[config.mk]
export PLATFORM = sky130hd
export DESIGN_NAME = da_arbiter_flat
export DESIGN_NICKNAME = d
export VERILOG_FILES = /design/src/rtl/da_pkg.sv /design/src/rtl/da_arbiter_if.sv /design/src/rtl/da_rr_pick.sv /design/src/rtl/da_arbiter.sv /design/src/flat_wrapper.sv
export SDC_FILE = /design/constraint.sdc
export NUM_CORES = 1
export LEC_CHECK = 0
export BUFFER_PORTS_ARGS = -buffer_cell sky130_fd_sc_hd__buf_2
export CAP_MARGIN = 10
export CORE_MARGIN = 4
export CORE_UTILIZATION = 50
export CTS_CLUSTER_SIZE = 12
export DETAILED_ROUTE_END_ITERATION = 8
export PLACE_DENSITY = 0.73
export RECOVER_POWER = 50
export SETUP_SLACK_MARGIN = 0.15
export SLEW_MARGIN = 10
export SYNTH_ARGS = -nofsm -noshare
export SYNTH_HDL_FRONTEND = slang
export SYNTH_HIERARCHICAL = 1
export SYNTH_SLANG_ARGS = --single-unit
export TNS_END_PERCENT = 5
[constraint.sdc]
create_clock -name CLK_50M -period 5.2 [get_ports CLK_50M]
set_input_delay 0.52 -clock CLK_50M [delete_from_list [all_inputs] [get_ports CLK_50M]]
set_output_delay 0.52 -clock CLK_50M [all_outputs]
set_load 0.05 [all_outputs]
[src/rtl/da_pkg.sv]
// Shared definitions for the DAC request arbiter: defaults, FSM encodings and
// the round-robin index helper.
package da_pkg;

  localparam int DA_DW       = 10;
  localparam int DA_NREQ_DEF = 4;
  localparam int DA_GAP_DEF  = 50;
  localparam int DA_TO_DEF   = 1023;
  localparam int DA_LO_MAX   = 4;

  typedef enum logic [5:0] {
    ST_IDLE    = 6'b000001,
    ST_GRANT   = 6'b000010,
    ST_START   = 6'b000100,
    ST_WAIT_LO = 6'b001000,
    ST_WAIT_HI = 6'b010000,
    ST_GAP     = 6'b100000
  } da_state_e;

  // Index i folded back into 0..n-1; callers never pass i >= 2n.
  function automatic int da_rr_wrap(input int i, input int n);
    return (i >= n) ? i - n : i;
  endfunction

endpackage

[src/rtl/da_arbiter_if.sv]
// Requester-side and DAC-engine-side signals of the arbiter. The slave modport
// is the arbiter; the master modport is the user logic plus the DAC engine.
interface da_arbiter_if
  import da_pkg::*;
#(
  parameter int N_REQ = DA_NREQ_DEF,
  parameter int DW    = DA_DW
);
  logic [N_REQ-1:0]    REQ;
  logic [N_REQ*DW-1:0] REQ_DATA;
  logic [N_REQ-1:0]    GNT;
  logic [N_REQ-1:0]    DONE;
  logic                BUSY;
  logic                ERR_TO;
  logic [DW-1:0]       DA_DATA;
  logic                DA_SEND_START;
  logic                DA_SEND_FINISH;

  modport master (
    output REQ, REQ_DATA, DA_SEND_FINISH,
    input  GNT, DONE, BUSY, ERR_TO, DA_DATA, DA_SEND_START
  );

  modport slave (
    input  REQ, REQ_DATA, DA_SEND_FINISH,
    output GNT, DONE, BUSY, ERR_TO, DA_DATA, DA_SEND_START
  );
endinterface

[src/rtl/da_rr_pick.sv]
// Combinational round-robin select: first asserted request at or after ptr,
// wrapping past N_REQ-1 back to 0.
module da_rr_pick
  import da_pkg::*;
#(
  parameter int N_REQ = DA_NREQ_DEF,
  parameter int PW    = $clog2(N_REQ)
) (
  input  logic [N_REQ-1:0] req,
  input  logic [PW-1:0]    ptr,
  output logic [N_REQ-1:0] gnt,
  output logic [PW-1:0]    idx,
  output logic             valid
);

  // Scan from the farthest offset down so the nearest hit is written last.
  always_comb begin
    gnt   = '0;
    idx   = '0;
    valid = 1'b0;
    for (int k = N_REQ - 1; k >= 0; k--) begin
      if (req[PW'(da_rr_wrap(int'(ptr) + k, N_REQ))]) begin
        gnt = '0;
        gnt[PW'(da_rr_wrap(int'(ptr) + k, N_REQ))] = 1'b1;
        idx   = PW'(da_rr_wrap(int'(ptr) + k, N_REQ));
        valid = 1'b1;
      end
    end
  end

endmodule

[src/rtl/da_arbiter.sv]
// Shares one TLC5615 serial engine between N_REQ requesters: round-robin grant,
// start pulse, finish tracking with timeouts, and a minimum inter-conversion gap.
module da_arbiter
  import da_pkg::*;
#(
  parameter int N_REQ   = DA_NREQ_DEF,
  parameter int DW      = DA_DW,
  parameter int GAP_CYC = DA_GAP_DEF,
  parameter int TO_CYC  = DA_TO_DEF
) (
  input logic         CLK_50M,
  input logic         RST_N,
  da_arbiter_if.slave bus
);

  localparam int PW     = $clog2(N_REQ);
  localparam int TO_CW  = $clog2(TO_CYC + 2);
  localparam int GAP_CW = $clog2(GAP_CYC + 1);

  da_state_e          state_reg;
  logic [N_REQ-1:0]   gnt_reg;
  logic [N_REQ-1:0]   done_reg;
  logic               err_reg;
  logic [DW-1:0]      data_reg;
  logic               start_reg;
  logic [PW-1:0]      rr_ptr_reg;
  logic [PW-1:0]      cur_reg;
  logic [TO_CW-1:0]   to_cnt_reg;
  logic [GAP_CW-1:0]  gap_cnt_reg;

  logic [DW-1:0]      code_arr [N_REQ];
  logic [N_REQ-1:0]   pick_gnt;
  logic [PW-1:0]      pick_idx;
  logic               pick_valid;
  logic               gap_done;
  logic               take_grant;

  genvar gi;
  generate
    for (gi = 0; gi < N_REQ; gi++) begin : g_code
      assign code_arr[gi] = bus.REQ_DATA[gi*DW +: DW];
    end
  endgenerate

  da_rr_pick #(
    .N_REQ (N_REQ),
    .PW    (PW)
  ) u_pick (
    .req   (bus.REQ),
    .ptr   (rr_ptr_reg),
    .gnt   (pick_gnt),
    .idx   (pick_idx),
    .valid (pick_valid)
  );

  assign gap_done   = (state_reg == ST_GAP) && (gap_cnt_reg == GAP_CW'(GAP_CYC - 1));
  // Requests are sampled on the way into GRANT, so GNT is visible during GRANT.
  assign take_grant = ((state_reg == ST_IDLE) || gap_done) && pick_valid && bus.DA_SEND_FINISH;

  always_ff @(posedge CLK_50M or negedge RST_N) begin
    if (!RST_N) begin
      state_reg   <= ST_IDLE;
      gnt_reg     <= '0;
      done_reg    <= '0;
      err_reg     <= 1'b0;
      data_reg    <= '0;
      start_reg   <= 1'b0;
      rr_ptr_reg  <= '0;
      cur_reg     <= '0;
      to_cnt_reg  <= '0;
      gap_cnt_reg <= '0;
    end else begin
      gnt_reg     <= '0;
      done_reg    <= '0;
      start_reg   <= 1'b0;
      // Counters restart on every state entry; only dwelling states advance them.
      to_cnt_reg  <= '0;
      gap_cnt_reg <= '0;

      unique case (state_reg)
        ST_IDLE: ;
        ST_GRANT: begin
          state_reg <= ST_START;
          start_reg <= 1'b1;
        end
        ST_START: state_reg <= ST_WAIT_LO;
        ST_WAIT_LO: begin
          if (!bus.DA_SEND_FINISH) begin
            state_reg <= ST_WAIT_HI;
          end else if (to_cnt_reg == TO_CW'(DA_LO_MAX - 1)) begin
            err_reg   <= 1'b1;
            state_reg <= ST_GAP;
          end else begin
            to_cnt_reg <= to_cnt_reg + TO_CW'(1);
          end
        end
        ST_WAIT_HI: begin
          if (bus.DA_SEND_FINISH) begin
            done_reg  <= N_REQ'(1) << cur_reg;
            state_reg <= ST_GAP;
          end else if (to_cnt_reg > TO_CW'(TO_CYC)) begin
            err_reg   <= 1'b1;
            state_reg <= ST_GAP;
          end else begin
            to_cnt_reg <= to_cnt_reg + TO_CW'(1);
          end
        end
        ST_GAP: begin
          if (gap_done) begin
            state_reg <= ST_IDLE;
          end else begin
            gap_cnt_reg <= gap_cnt_reg + GAP_CW'(1);
          end
        end
        default: state_reg <= ST_IDLE;
      endcase

      if (take_grant) begin
        state_reg  <= ST_GRANT;
        gnt_reg    <= pick_gnt;
        data_reg   <= code_arr[pick_idx];
        cur_reg    <= pick_idx;
        rr_ptr_reg <= PW'(da_rr_wrap(int'(pick_idx) + 1, N_REQ));
      end
    end
  end

  assign bus.GNT           = gnt_reg;
  assign bus.DONE          = done_reg;
  assign bus.BUSY          = (state_reg != ST_IDLE);
  assign bus.ERR_TO        = err_reg;
  assign bus.DA_DATA       = data_reg;
  assign bus.DA_SEND_START = start_reg;

endmodule
[src/flat_wrapper.sv]
// flat-port wrapper written by rule: the top's interface ports become plain ports
module da_arbiter_flat import da_pkg::*;
#(
  parameter int N_REQ   = DA_NREQ_DEF,
  parameter int DW      = DA_DW,
  parameter int GAP_CYC = DA_GAP_DEF,
  parameter int TO_CYC  = DA_TO_DEF
)
  (CLK_50M, RST_N, bus_REQ, bus_REQ_DATA, bus_DA_SEND_FINISH, bus_GNT, bus_DONE, bus_BUSY, bus_ERR_TO, bus_DA_DATA, bus_DA_SEND_START);
  da_arbiter_if #(.N_REQ(N_REQ), .DW(DW)) bus_i ();
  input logic CLK_50M;
  input logic RST_N;
  input wire logic [$bits(bus_i.REQ)-1:0] bus_REQ;
  input wire logic [$bits(bus_i.REQ_DATA)-1:0] bus_REQ_DATA;
  input wire logic [$bits(bus_i.DA_SEND_FINISH)-1:0] bus_DA_SEND_FINISH;
  output wire logic [$bits(bus_i.GNT)-1:0] bus_GNT;
  output wire logic [$bits(bus_i.DONE)-1:0] bus_DONE;
  output wire logic [$bits(bus_i.BUSY)-1:0] bus_BUSY;
  output wire logic [$bits(bus_i.ERR_TO)-1:0] bus_ERR_TO;
  output wire logic [$bits(bus_i.DA_DATA)-1:0] bus_DA_DATA;
  output wire logic [$bits(bus_i.DA_SEND_START)-1:0] bus_DA_SEND_START;
  assign bus_i.REQ = bus_REQ;
  assign bus_i.REQ_DATA = bus_REQ_DATA;
  assign bus_i.DA_SEND_FINISH = bus_DA_SEND_FINISH;
  assign bus_GNT = bus_i.GNT;
  assign bus_DONE = bus_i.DONE;
  assign bus_BUSY = bus_i.BUSY;
  assign bus_ERR_TO = bus_i.ERR_TO;
  assign bus_DA_DATA = bus_i.DA_DATA;
  assign bus_DA_SEND_START = bus_i.DA_SEND_START;
  da_arbiter #(.N_REQ(N_REQ), .DW(DW), .GAP_CYC(GAP_CYC), .TO_CYC(TO_CYC)) u_core (.CLK_50M(CLK_50M), .RST_N(RST_N), .bus(bus_i));
endmodule
==> impl_metrics.tcl <==
set metrics [dict create \
    critPathBufInv 1 \
    grt_max_degree 48 \
    gp_congestion 0.865 \
    synth_seq_cells 47 \
    die_h_um 84.3 \
    clock_path_buffers 2 \
    top_usage_layer "met2" \
    fin_ws_ns 1.37 \
    period_share_pct 73.6 \
    syn_area_um2 2910 \
    ios 68 \
    ys_warn_count 6 \
    drive_gt1_share_pct 32.7 \
    crit_type "flip-flop to flip-flop" \
    drt_iter0_markers 118 \
    antenna_found_initial 0 \
    finalCriticalPeriod_ns 3.83 \
    use_met1_pct 21.6 \
    preCtsSetupSlack_ns 1.42 \
    arrival_ns 4.02 \
    use_met3_pct 4.02 \
    async_reset_ff_share_pct 100 \
    met2_usage_pct 29.4 \
    cts_buffers 5 \
    min_path_type "flip-flop to flip-flop" \
    die-width_um 84.3 \
    dieArea_um2 7110 \
    hold_viol 0 \
    grt_pass1_wl_um 10000 \
    report.final.slew_viol_count 48 \
    cp_common_cell "mux4_2" \
    core_um2 5570 \
    wl_per_cell_um 14.8 \
    post_drt_via_cell_ratio 5.68 \
    vdd_drop_max_mv 0.309 \
    slowest_stage "dfrtp_1" \
    postCtsSetupBuffers 0 \
    ant_nets 0 \
    end_kind "flip-flop" \
    ctsResizeCount 0 \
    leakage_uw 0.00146 \
    synth_enable_flop_cells 0 \
    slew_headroom_pct -60.8 \
    grt_pass1_vias 2217 \
    layout_commonest_cell "buf_2" \
    grt.total_usage_pct 17.2 \
    tns_ns 0 \
    cts_tree "yes" \
    critPathMaxFanout 18 \
    rows 27 \
    max-cap-violations 1 \
    clock_sinks 47 \
    rsz0062_at_grt "no" \
    cts-root-buf "clkbuf_8" \
    ys_types 50 \
    largest_register_ffs 11 \
    synth_ff_type "dfrtp_1" \
    clk_pin_slew_ns 0.09 \
    insertion_delay_ns 0.30 \
    portBuffers 67 \
    synth_seq_area_share_pct 40.4 \
    cts-htree-levels 2 \
    mostFrequentLayoutCells "59 x buf_2, 46 x dfrtp_1, 29 x nor2_1, 15 x mux2_2, 13 x mux4_2" \
    cts_hold_buf 0 \
    outcome "finished with violations" \
    area_delta_synth_final_pct 14.5 \
    overflow 0 \
    drt_wl_total_um 5770 \
    vias 2217 \
    start_kind "flip-flop" \
    n_antenna_cell 0 \
    dpl.hpwl_um 4210 \
    worstPathRequired_ns 5.39 \
    synth_fp_nets 319 \
    failed_checks "capacitance limit, slew limit" \
    tightestPinTransition_ns 2.41 \
    max_stage_delay_ns 0.74 \
    crit_family "multiplexers" \
    firstDrtPassIters 5 \
    syn-mean-instance-area_um2 11.2 \
    cp_cell_sequence "inv_1, ha_1, mux4_2, nor2b_1, o21ai_0, o31ai_4, mux4_2, mux2_2" \
    initial_core_util_pct 52.3 \
    clock_skew_ns 0.00501 \
    fin_nets 375 \
    powerDensity_nw_per_um2 516 \
    setup_viol 0 \
    drcViolationCount 0 \
    syn_inst 261 \
    clock.fmax_ghz 0.261 \
]
-- metrics by stage --
step	util [%]	cell area [µm²]	total power (µW)	hold WS (ns)	std cells
floorplan	-	2910	1290	0.224	261
global placement	58.0	3240	1440	0.445	382
detailed placement	58.0	3240	1470	0.451	382
CTS	60.1	3350	1740	0.427	390
global route	59.8	3330	1840	0.479	390
finish	59.8	3330	1720	0.462	390
-- synth_stat cells, drive strengths merged (2+ instances only) --
cell type  count  area (µm²)
dfrtp         46        1150
nor2          30         115
mux2          15         169
buf           13         103
mux4          13         293
ha            11         138
inv           11        41.3
nand2          8        30.0
nand3          8        40.0
nor3b          8        65.1
o21ai          8        40.0
xnor2          8        70.1
a21oi          6        30.0
xor2           6        52.6
clkbuf         5        18.8
nor4           5        46.3
and3           4        25.0
and4           4        35.0
nand2b         4        25.0
a22oi          3        22.5
a32oi          3        33.8
and2           3        18.8
nand3b         3        22.5
nand4b         3        26.3
nor2b          3        18.8
nor3           3        15.0
o31ai          3        22.5
a221o          2        20.0
a41oi          2        17.5
mux2i          2        20.0
o211ai         2        15.0
o22ai          2        12.5
or4            2        22.5
-- path summary, 6_finish.rpt --
check,from,to,slack (ns),cells past startpoint
worst max-delay path,u_core/rr_ptr_reg[0]$_DFFE_PN0N_,u_core/bus.DA_DATA[1]$_DFFE_PN0N_,1.37,8
worst min register to register,u_core/to_cnt_reg[0]$_DFF_PN0_,u_core/to_cnt_reg[0]$_DFF_PN0_,0.46,1
min in group asynchronous,RST_N,u_core/gap_cnt_reg[3]$_DFF_PN0_,0.95,1
max in group asynchronous,RST_N,u_core/to_cnt_reg[5]$_DFF_PN0_,2.89,1
worst max register to register,u_core/rr_ptr_reg[0]$_DFFE_PN0N_,u_core/bus.DA_DATA[1]$_DFFE_PN0N_,1.37,8
worst min-delay path,u_core/to_cnt_reg[0]$_DFF_PN0_,u_core/to_cnt_reg[0]$_DFF_PN0_,0.46,1
-- cell type report --
type / count / area, µm²
inverters: 11 / 41.3
multi-input cells: 185 / 1580
flip-flops and latches: 47 / 1180
well taps: 72 / 90.1
clock inverters: 3 / 47.5
fillers: 485 / 2240
repair buffers: 67 / 325
clock buffers: 5 / 68.8
-- cell families after synthesis --
logic type	synth area share, %
AOI/OAI and AO/OA	8.98
xor gates and xnor gates	4.21
adders and majority gates	4.73
buffers and inverters	5.58
DFF	40.4
muxes	16.5
and+or+nand+nor	19.5
-- per-layer routing --
layer  up-vias  part of all wire (%)
li1       1072                     -
met1      1073                    42
met2        63                    50
met3         9                   5.8
met4         0                   1.9
met5         -                     0
-- report_power, final --
part | internal (µW) | total [µW] | leakage [µW] | switching (µW)
sequential | 443 | 530 | 0.000615 | 86.9
combinational | 383 | 916 | 0.000791 | 533
clock | 146 | 275 | 0.0000587 | 129
total | 972 | 1720 | 0.00146 | 749
-- worst register-to-register path, cell delays in order, from the launching register on --
cell,delay (ns)
dfrtp_1,0.74
inv_1,0.28
ha_1,0.57
mux4_2,0.41
nor2b_1,0.33
o21ai_0,0.20
o31ai_4,0.30
mux4_2,0.61
mux2_2,0.27
(Power assumes the default switching activity.)
